$ cat config.mk
export PLATFORM = sky130hd
export DESIGN_NAME = uart_rx
export DESIGN_NICKNAME = d
export VERILOG_FILES = /design/src/rtl/uart_rx_pkg.sv /design/src/rtl/sync_2ff.sv /design/src/rtl/uart_rx.sv
export SDC_FILE = /design/constraint.sdc
export NUM_CORES = 1
export LEC_CHECK = 0
export CAP_MARGIN = 20
export CORE_UTILIZATION = 60
export CTS_BUF_LIST = sky130_fd_sc_hd__clkbuf_8
export DETAILED_ROUTE_END_ITERATION = 7
export PLACE_DENSITY = 0.83
export SLEW_MARGIN = 10
export SYNTH_ARGS = -nofsm -noshare
export SYNTH_HDL_FRONTEND = slang
export SYNTH_SLANG_ARGS = --single-unit
$ cat constraint.sdc
create_clock -name clk_i -period 3 [get_ports clk_i]
set_input_delay 0.45 -clock clk_i [delete_from_list [all_inputs] [get_ports clk_i]]
set_output_delay 0.45 -clock clk_i [all_outputs]
set_load 0.02 [all_outputs]
$ cat src/rtl/uart_rx_pkg.sv
// Shared UART receive constants, state encoding and the 3-sample majority vote.
package uart_rx_pkg;

  localparam int UART_DATA_LENGTH    = 8;
  localparam int UART_RX_SAMPLE_RATE = 16;

  typedef enum logic [2:0] {
    UART_RX_IDLE      = 3'd0,
    UART_RX_START     = 3'd1,
    UART_RX_DATA      = 3'd2,
    UART_RX_STOP      = 3'd3,
    UART_RX_WAIT_IDLE = 3'd4
  } uart_rx_state_e;

  function automatic logic maj3(input logic [2:0] h);
    return (h[0] & h[1]) | (h[0] & h[2]) | (h[1] & h[2]);
  endfunction

endpackage

$ cat src/rtl/sync_2ff.sv
// Generic two-flop synchronizer for asynchronous single-bit inputs.
module sync_2ff #(
  parameter logic RESET_VAL = 1'b1
) (
  input  logic clk_i,
  input  logic rst_i,
  input  logic d_i,
  output logic q_o
);

  logic meta_q;
  logic sync_q;

  always_ff @(posedge clk_i or negedge rst_i) begin
    if (!rst_i) begin
      meta_q <= RESET_VAL;
      sync_q <= RESET_VAL;
    end else begin
      meta_q <= d_i;
      sync_q <= meta_q;
    end
  end

  assign q_o = sync_q;

endmodule

$ cat src/rtl/uart_rx.sv
// Oversampling 8N1 UART receiver: start-bit qualification, mid-bit majority
// sampling, one stop bit checked, break held off in WAIT_IDLE.
module uart_rx
  import uart_rx_pkg::*;
#(
  parameter int DATA_LENGTH = UART_DATA_LENGTH,
  parameter int SAMPLE_RATE = UART_RX_SAMPLE_RATE
) (
  input  logic                   clk_i,
  input  logic                   rst_i,
  input  logic                   rx_i,
  output logic [DATA_LENGTH-1:0] data_o,
  output logic                   valid_o,
  output logic                   frame_err_o,
  output logic                   busy_o
);

  localparam int TICK_W = $clog2(SAMPLE_RATE);
  localparam int CNT_W  = $clog2(DATA_LENGTH + 1);
  localparam logic [TICK_W-1:0] TICK_HALF = TICK_W'(SAMPLE_RATE / 2 - 1);
  localparam logic [TICK_W-1:0] TICK_LAST = TICK_W'(SAMPLE_RATE - 1);
  localparam logic [CNT_W-1:0]  CNT_LAST  = CNT_W'(DATA_LENGTH - 1);

  uart_rx_state_e         state_q, state_d;
  logic [TICK_W-1:0]      tick_q, tick_d;
  logic [CNT_W-1:0]       bit_cnt_q, bit_cnt_d;
  logic [DATA_LENGTH-1:0] sh_q, sh_d;
  logic [DATA_LENGTH-1:0] data_q, data_d;
  logic [2:0]             rx_h_q, rx_h_d;
  logic                   valid_q, valid_d;
  logic                   frame_err_q, frame_err_d;
  logic                   rx_s;
  logic                   bit_val;

  sync_2ff #(.RESET_VAL(1'b1)) u_sync (
    .clk_i (clk_i),
    .rst_i (rst_i),
    .d_i   (rx_i),
    .q_o   (rx_s)
  );

  assign bit_val = maj3(rx_h_q);

  always_comb begin
    state_d     = state_q;
    tick_d      = tick_q;
    bit_cnt_d   = bit_cnt_q;
    sh_d        = sh_q;
    data_d      = data_q;
    valid_d     = 1'b0;
    frame_err_d = 1'b0;
    rx_h_d      = {rx_h_q[1:0], rx_s};

    unique case (state_q)
      UART_RX_IDLE: begin
        tick_d = '0;
        if (!rx_s) state_d = UART_RX_START;
      end
      UART_RX_START: begin
        tick_d = tick_q + TICK_W'(1);
        if (tick_q == TICK_HALF) begin
          tick_d = '0;
          if (!bit_val) begin
            bit_cnt_d = '0;
            state_d   = UART_RX_DATA;
          end else begin
            state_d = UART_RX_IDLE;
          end
        end
      end
      UART_RX_DATA: begin
        tick_d = tick_q + TICK_W'(1);
        if (tick_q == TICK_LAST) begin
          tick_d    = '0;
          sh_d      = {bit_val, sh_q[DATA_LENGTH-1:1]};
          bit_cnt_d = bit_cnt_q + CNT_W'(1);
          if (bit_cnt_q == CNT_LAST) state_d = UART_RX_STOP;
        end
      end
      UART_RX_STOP: begin
        tick_d = tick_q + TICK_W'(1);
        if (tick_q == TICK_LAST) begin
          tick_d = '0;
          if (bit_val) begin
            data_d  = sh_q;
            valid_d = 1'b1;
            state_d = UART_RX_IDLE;
          end else begin
            frame_err_d = 1'b1;
            state_d     = UART_RX_WAIT_IDLE;
          end
        end
      end
      UART_RX_WAIT_IDLE: begin
        // A held-low line (break) must return high before a new start is accepted.
        tick_d = '0;
        if (rx_s) state_d = UART_RX_IDLE;
      end
      default: state_d = UART_RX_IDLE;
    endcase
  end

  always_ff @(posedge clk_i or negedge rst_i) begin
    if (!rst_i) begin
      state_q     <= UART_RX_IDLE;
      tick_q      <= '0;
      bit_cnt_q   <= '0;
      sh_q        <= '0;
      data_q      <= '0;
      rx_h_q      <= 3'b111;
      valid_q     <= 1'b0;
      frame_err_q <= 1'b0;
    end else begin
      state_q     <= state_d;
      tick_q      <= tick_d;
      bit_cnt_q   <= bit_cnt_d;
      sh_q        <= sh_d;
      data_q      <= data_d;
      rx_h_q      <= rx_h_d;
      valid_q     <= valid_d;
      frame_err_q <= frame_err_d;
    end
  end

  assign data_o      = data_q;
  assign valid_o     = valid_q;
  assign frame_err_o = frame_err_q;
  assign busy_o      = (state_q != UART_RX_IDLE);

endmodule
==> impl_metrics.csv, run 1 <==
group,metric,value,unit
setup_path,arrival,1.79,ns
routing,vias,918,
sta,fin_skew,0.007157,ns
final_layout,num_antenna_cells,0,
yosys,yosysMostFrequentCell,"dfrtp_1",
power,p_per_area,713.2,mW/mm^2
yosys,ys_warn_count,0,
cts,cts_max_path_buffers,2,
yosys,synth-edff-count,0,
yosys,yosysSeqAreaShare,58.10,%
final_layout,multi_input_area,586.8,sq um
die,fp.dieW,51.59,um
die,rows,17,
sta,setup_viol,0,
setup_path,path_max_fanout,14,
final_layout,seqCellArea,857.1,sq um
grt,grtUsageTotal,23.84,%
sta,worst_slew_pin_slew,0.7041,ns
sta,finalCritPeriodShare,74.59,%
place,io_buffers,13,
die,die_height,51.59,um
setup_path,cp-start-kind,"flop",
routing,wl_per_cell,15.73,um
routing,wirelength,2516,um
die,ioPinCount,14,
flow_run,max_cap_violations,0,
cts,cts_resized,0,
yosys,synth_top_area_share,49.19,%
final_layout,syn_to_final_growth,16.54,%
setup_path,rrSetupSlack,0.88,ns
setup_path,critPathRequiredTime,2.55,ns
die,fp.dieArea,0.002661,sq mm
yosys,ys.flop_type,"dfrtp_1",
sta,fin_crit,2.238,ns
cts,cts_tree,"done",
setup_path,end_kind,"output pin",
routing,drt-pass1-iter-count,4,
yosys,syn_inst,113,
grt,grt_max_degree,35,
die,coreArea,0.002255,sq mm
grt,grt_pass1_wl,4485,um
grt,antenna_found_initial,0,
routing,routed_via_density,5.738,
cts,htreeDepth,2,
routing,drtIter0Drc,19,
sta,drv_slew,0,
cts,cts_buffers,5,
grt,grt_pass1_vias,978,
yosys,synthesis.nets,118,
place,dpl_cell_area,0.001628,sq mm
sta,fmax,0.4469,GHz
yosys,synth_common_cells,"29 x dfrtp_1, 17 x mux2_2, 10 x nor2_1, 6 x nand2_1, 5 x dfstp_2",
yosys,avgSynthCellArea,13.05,sq um
yosys,yosysTopAreaCell,"dfrtp_1",
final_layout,fin_area,0.001719,sq mm
place,gp_congestion,0.8258,
routing,remaining_drc_errors,0,
sta,fin_tns_setup,0,ns
power,p_leak,0.8166,nW
die,initial_core_util,65.43,%
grt,overflow,0,
final_layout,nets,136,
yosys,synth_area_leaders,"dfrtp_1 49%, mux2_2 13%, dfstp_2 8.9%",
routing,route.antenna.remaining_nets,0,
power,peakVddDrop,0.5704,mV
yosys,synth.distinct_cells,35,
final_layout,drive_gt1_share,28.03,%
yosys,async_reset_ff_share,100.0,%
yosys,netlist_area,0.001475,sq mm
place,dpl.hpwl,1791,um
cts,clock_latency,0.28,ns
sta,max_slew_margin,52.86,%
cts,post_cts_buffers,0,
setup_path,critPathKind,"reg -> out",
status,status,"completed",
worst_hold_path,holdCritPathClass,"reg -> reg",
sta,rsz0062_at_grt,"false",
cts,cts_sinks,34,
cts,cts_root_buf,"clkbuf_8",
sta,hold_viol,0,
yosys,synth.ff_latch_count,34,
cts,clk_pin_slew_worst_paths,0.06,ns
final_layout,fillers,141,
cts,cts_hold_buf,0,
-- worst max-delay path, stage by stage (launching register included) --
cell	delay (ns)
dfrtp_1	0.69
inv_1	0.14
nand2_1	0.09
clkdlybuf4s50_1	0.60
-- cells in the final DEF (no fill, tap or decap), types with 2 or more instances in the layout --
master	synthesis	layout
nor2b_1	4	4
dfstp_2	5	5
a21oi_1	3	3
mux2_2	17	17
inv_1	3	4
o21ai_0	2	2
dfrtp_1	29	29
xnor2_1	2	2
nand2b_1	2	2
nor4b_4	2	2
nand2_1	6	6
nand3_1	4	4
clkbuf_8	0	6
nor2_1	10	10
nor3b_1	2	2
ha_1	2	2
clkdlybuf4s50_1	0	13
-- through the flow --
stage / hold WS [ns] / utilization, % / setup WS (ns) / total power, mW / instances
floorplan: 0.1544 / - / 1.328 / 0.8160 / 113
global placement: 0.3475 / 72.20 / 1.039 / 0.8719 / 152
detailed placement: 0.3511 / 72.20 / 0.8866 / 0.8992 / 152
CTS: 0.3605 / 76.25 / 0.7931 / 1.231 / 160
global route: 0.3654 / 76.25 / 0.7016 / 1.308 / 160
finish: 0.3574 / 76.25 / 0.7624 / 1.226 / 160
-- power breakdown --
part	switching [mW]	total, mW	internal, mW	leakage, nW
sequential	0.0889	0.606	0.517	0.444
clock	0.150	0.332	0.181	0.0524
combinational	0.151	0.289	0.138	0.320
-- kinds of logic after synthesis --
group | Yosys count | share of synthesized area (%)
compound gates | 13 | 6.192
buf+inv | 6 | 2.120
xor+xnor | 2 | 1.188
mux | 18 | 13.66
simple gates | 37 | 16.29
flops | 34 | 58.10
fa+ha+maj | 3 | 2.459
-- metal layers --
metal  global-route usage [%]  part of all wire, %  up-vias
li1                         -                    -      437
met1                    32.48                   45      450
met2                    38.53                   50       28
met3                    4.386                  4.5        3
met4                    8.108                 0.83        0
met5                        0                    0        -
-- state kept, by name, indices dropped and copies added (netlist names) --
name,flops
tick_q,4
rx_h_q,3
data_o,8
u_sync.meta_q,1
sh_q,8
state_q,3
bit_cnt_q,4
valid_o,1
u_sync.q_o,1
frame_err_o,1
-- area by class of cell --
cell class	count	area share (%)
Sequential cell	34	49.85
Multi-Input combinational cell	73	34.13
Timing Repair Buffer	14	8.006
Clock buffer	6	4.803
Tap cell	28	2.038
Inverter	3	0.6550
Clock inverter	2	0.5095
-- worst paths after layout --
path / start / to / depth (start not counted)
setup / recovery: state_q[2] / busy_o / 3
hold / removal: u_sync.meta_q / u_sync.q_o / 0
setup reg to reg: tick_q[0] / sh_q[2] / 4
hold reg to reg: u_sync.meta_q / u_sync.q_o / 0
max in group asynchronous: rst_i / u_sync.q_o / 2
min in group asynchronous: rst_i / tick_q[2] / 2
(Power assumes the default switching activity.)
==> inputs of run 2 (changes only) <==
- CORE_UTILIZATION: 60 -> 52
- PLACE_DENSITY: 0.83 -> 0.76
- clock period: 3 -> 1.9 ns (I/O delays scaled with it)
==> impl_metrics.csv, run 2 (same netlist as run 1, synthesis figures left out) <==
group,metric,value,unit
final_layout,layout_commonest_cell,"dfrtp_1",
setup_path,reg2reg_to,"sh_q[5]",
cts,cts_sinks,34,
worst_hold_path,hold_depth,0,
cts,cts_tree,"done",
setup_path,cpMaxStageDelayCell,"clkdlybuf4s50_1",
power,finalPower,1.963,mW
final_layout,final_cell_mix,"27 x dfrtp_1, 17 x mux2_2, 13 x clkdlybuf4s50_1",
sta,drv_slew,0,
place,gp_congestion,0.8701,
routing,drt-pass1-iter-count,4,
die,initial_core_util,57.46,%
sta,setup_viol,0,
setup_path,path_max_fanout,12,
power,p_per_area,1116,mW/mm^2
final_layout,drive_gt1_share,32.35,%
grt,antenna_found_initial,0,
setup_path,rrSetupSlack,0.16,ns
flow_run,max_cap_violations,0,
final_layout,syn_to_final_growth,19.17,%
place,io_buffers,13,
setup_path,cp_cell_sequence,"nor2_1 > nand2_1 > clkdlybuf4s50_1",
die,die_height,55.26,um
grt,grt_pass1_wl,4388,um
die,coreArea,0.002567,sq mm
routing,route.antenna.remaining_nets,0,
setup_path,critPathKind,"reg -> out",
final_layout,nets,140,
sta,fin_crit,1.825,ns
setup_path,reg2reg_from,"tick_q[0]",
routing,wirelength,2476,um
sta,worst_slew_pin_slew,0.4215,ns
grt,grtUsageTotal,19.21,%
die,ioPinCount,14,
die,fp.dieArea,0.003054,sq mm
setup_path,rr_worst_depth,5,
place,dpl.hpwl,1627,um
cts,clk_pin_slew_worst_paths,0.06,ns
sta,fin_tns_setup,0,ns
cts,post_cts_buffers,0,
cts,cts_root_buf,"clkbuf_8",
worst_hold_path,holdPathEnd,"u_sync.q_o",
setup_path,arrival,1.54,ns
routing,wl_per_cell,14.92,um
sta,rsz0062_at_grt,"false",
final_layout,num_antenna_cells,0,
sta,fin_skew,0.004896,ns
cts,cts_buffers,5,
cts,clock_latency,0.29,ns
power,p_leak,0.8291,nW
routing,drtIter0Drc,11,
routing,routed_via_density,5.560,
grt,overflow,0,
cts,cts_hold_buf,0,
setup_path,cp-start-kind,"flop",
grt,grt_max_degree,35,
setup_path,critPathRequiredTime,1.62,ns
die,fp.dieW,55.26,um
setup_path,end_kind,"output pin",
sta,hold_viol,0,
grt,grt_pass1_vias,950,
sta,max_slew_margin,71.90,%
worst_hold_path,min_from,"u_sync.meta_q",
cts,htreeDepth,2,
routing,remaining_drc_errors,0,
sta,fmax,0.5480,GHz
status,status,"completed",
sta,finalCritPeriodShare,96.05,%
setup_path,max_stage_delay,0.60,ns
cts,cts_max_path_buffers,2,
worst_hold_path,holdCritPathClass,"reg -> reg",
cts,cts_resized,1,
die,rows,18,
power,peakVddDrop,1.085,mV
routing,vias,923,
==> run 2: cell count changes in the layout (fill, tap and decap cells not counted), sizes merged <==
cell      previous run  this run
clkinvlp             0         1
inv                  4         3
buf                  1         5
==> run 2: layout make-up <==
cell class | instances | area [sq um]
repair buffers | 18 | 167.7
fillers | 209 | 809.5
inverters | 3 | 11.26
clock buffers | 6 | 82.58
clock inverters | 2 | 12.51
well taps | 30 | 37.54
flip-flops and latches | 34 | 859.6
multi-input cells | 73 | 586.8
==> run 2: worst max-delay path by stage <==
stage	from	end	slack, ns	depth (start not counted)
2_1_floorplan	tick_q[0]	sh_q[0]	0.23	5
3_3_place_gp	tick_q[0]	sh_q[0]	0.24	5
3_5_place_dp	tick_q[0]	sh_q[4]	0.19	5
4_1_cts	state_q[2]	busy_o	0.06	3
5_1_grt	state_q[1]	busy_o	0.001	3
6_report	state_q[1]	busy_o	0.08	3
==> run 2: metrics by stage <==
stage                     hold WS [ns]  worst slack, ns  utilization [%]  area (sq um)  std cells
after global routing            0.3641         0.001186            68.47          1758        166
final                           0.3558          0.07505            68.47          1758        166
after CTS                       0.3569          0.05707            68.42          1757        166
after global placement          0.3459           0.2363            64.67          1660        158
after floorplan               -0.01059           0.2277                -          1475        113
after detailed placement        0.3473           0.1877            64.67          1660        158
==> run 2: power breakdown <==
part	leakage, nW	internal [mW]	switching, mW
combinational	0.341	0.235	0.225
clock	0.0472	0.291	0.260
sequential	0.441	0.818	0.133
==> run 2: critical path, delay by kind of cell, from the launching register on <==
family                 cells  cell delay (ns)
buffers and inverters      1             0.60
DFF                        1             0.49
and+or+nand+nor            2             0.15
==> run 2: routing by layer <==
metal / track usage [%] / vias to the layer above / wire, um
li1: - / 438 / -
met1: 25.87 / 460 / 1237
met2: 26.51 / 19 / 1085
met3: 4.918 / 6 / 100
met4: 14.64 / 0 / 53
met5: 0 / - / 0
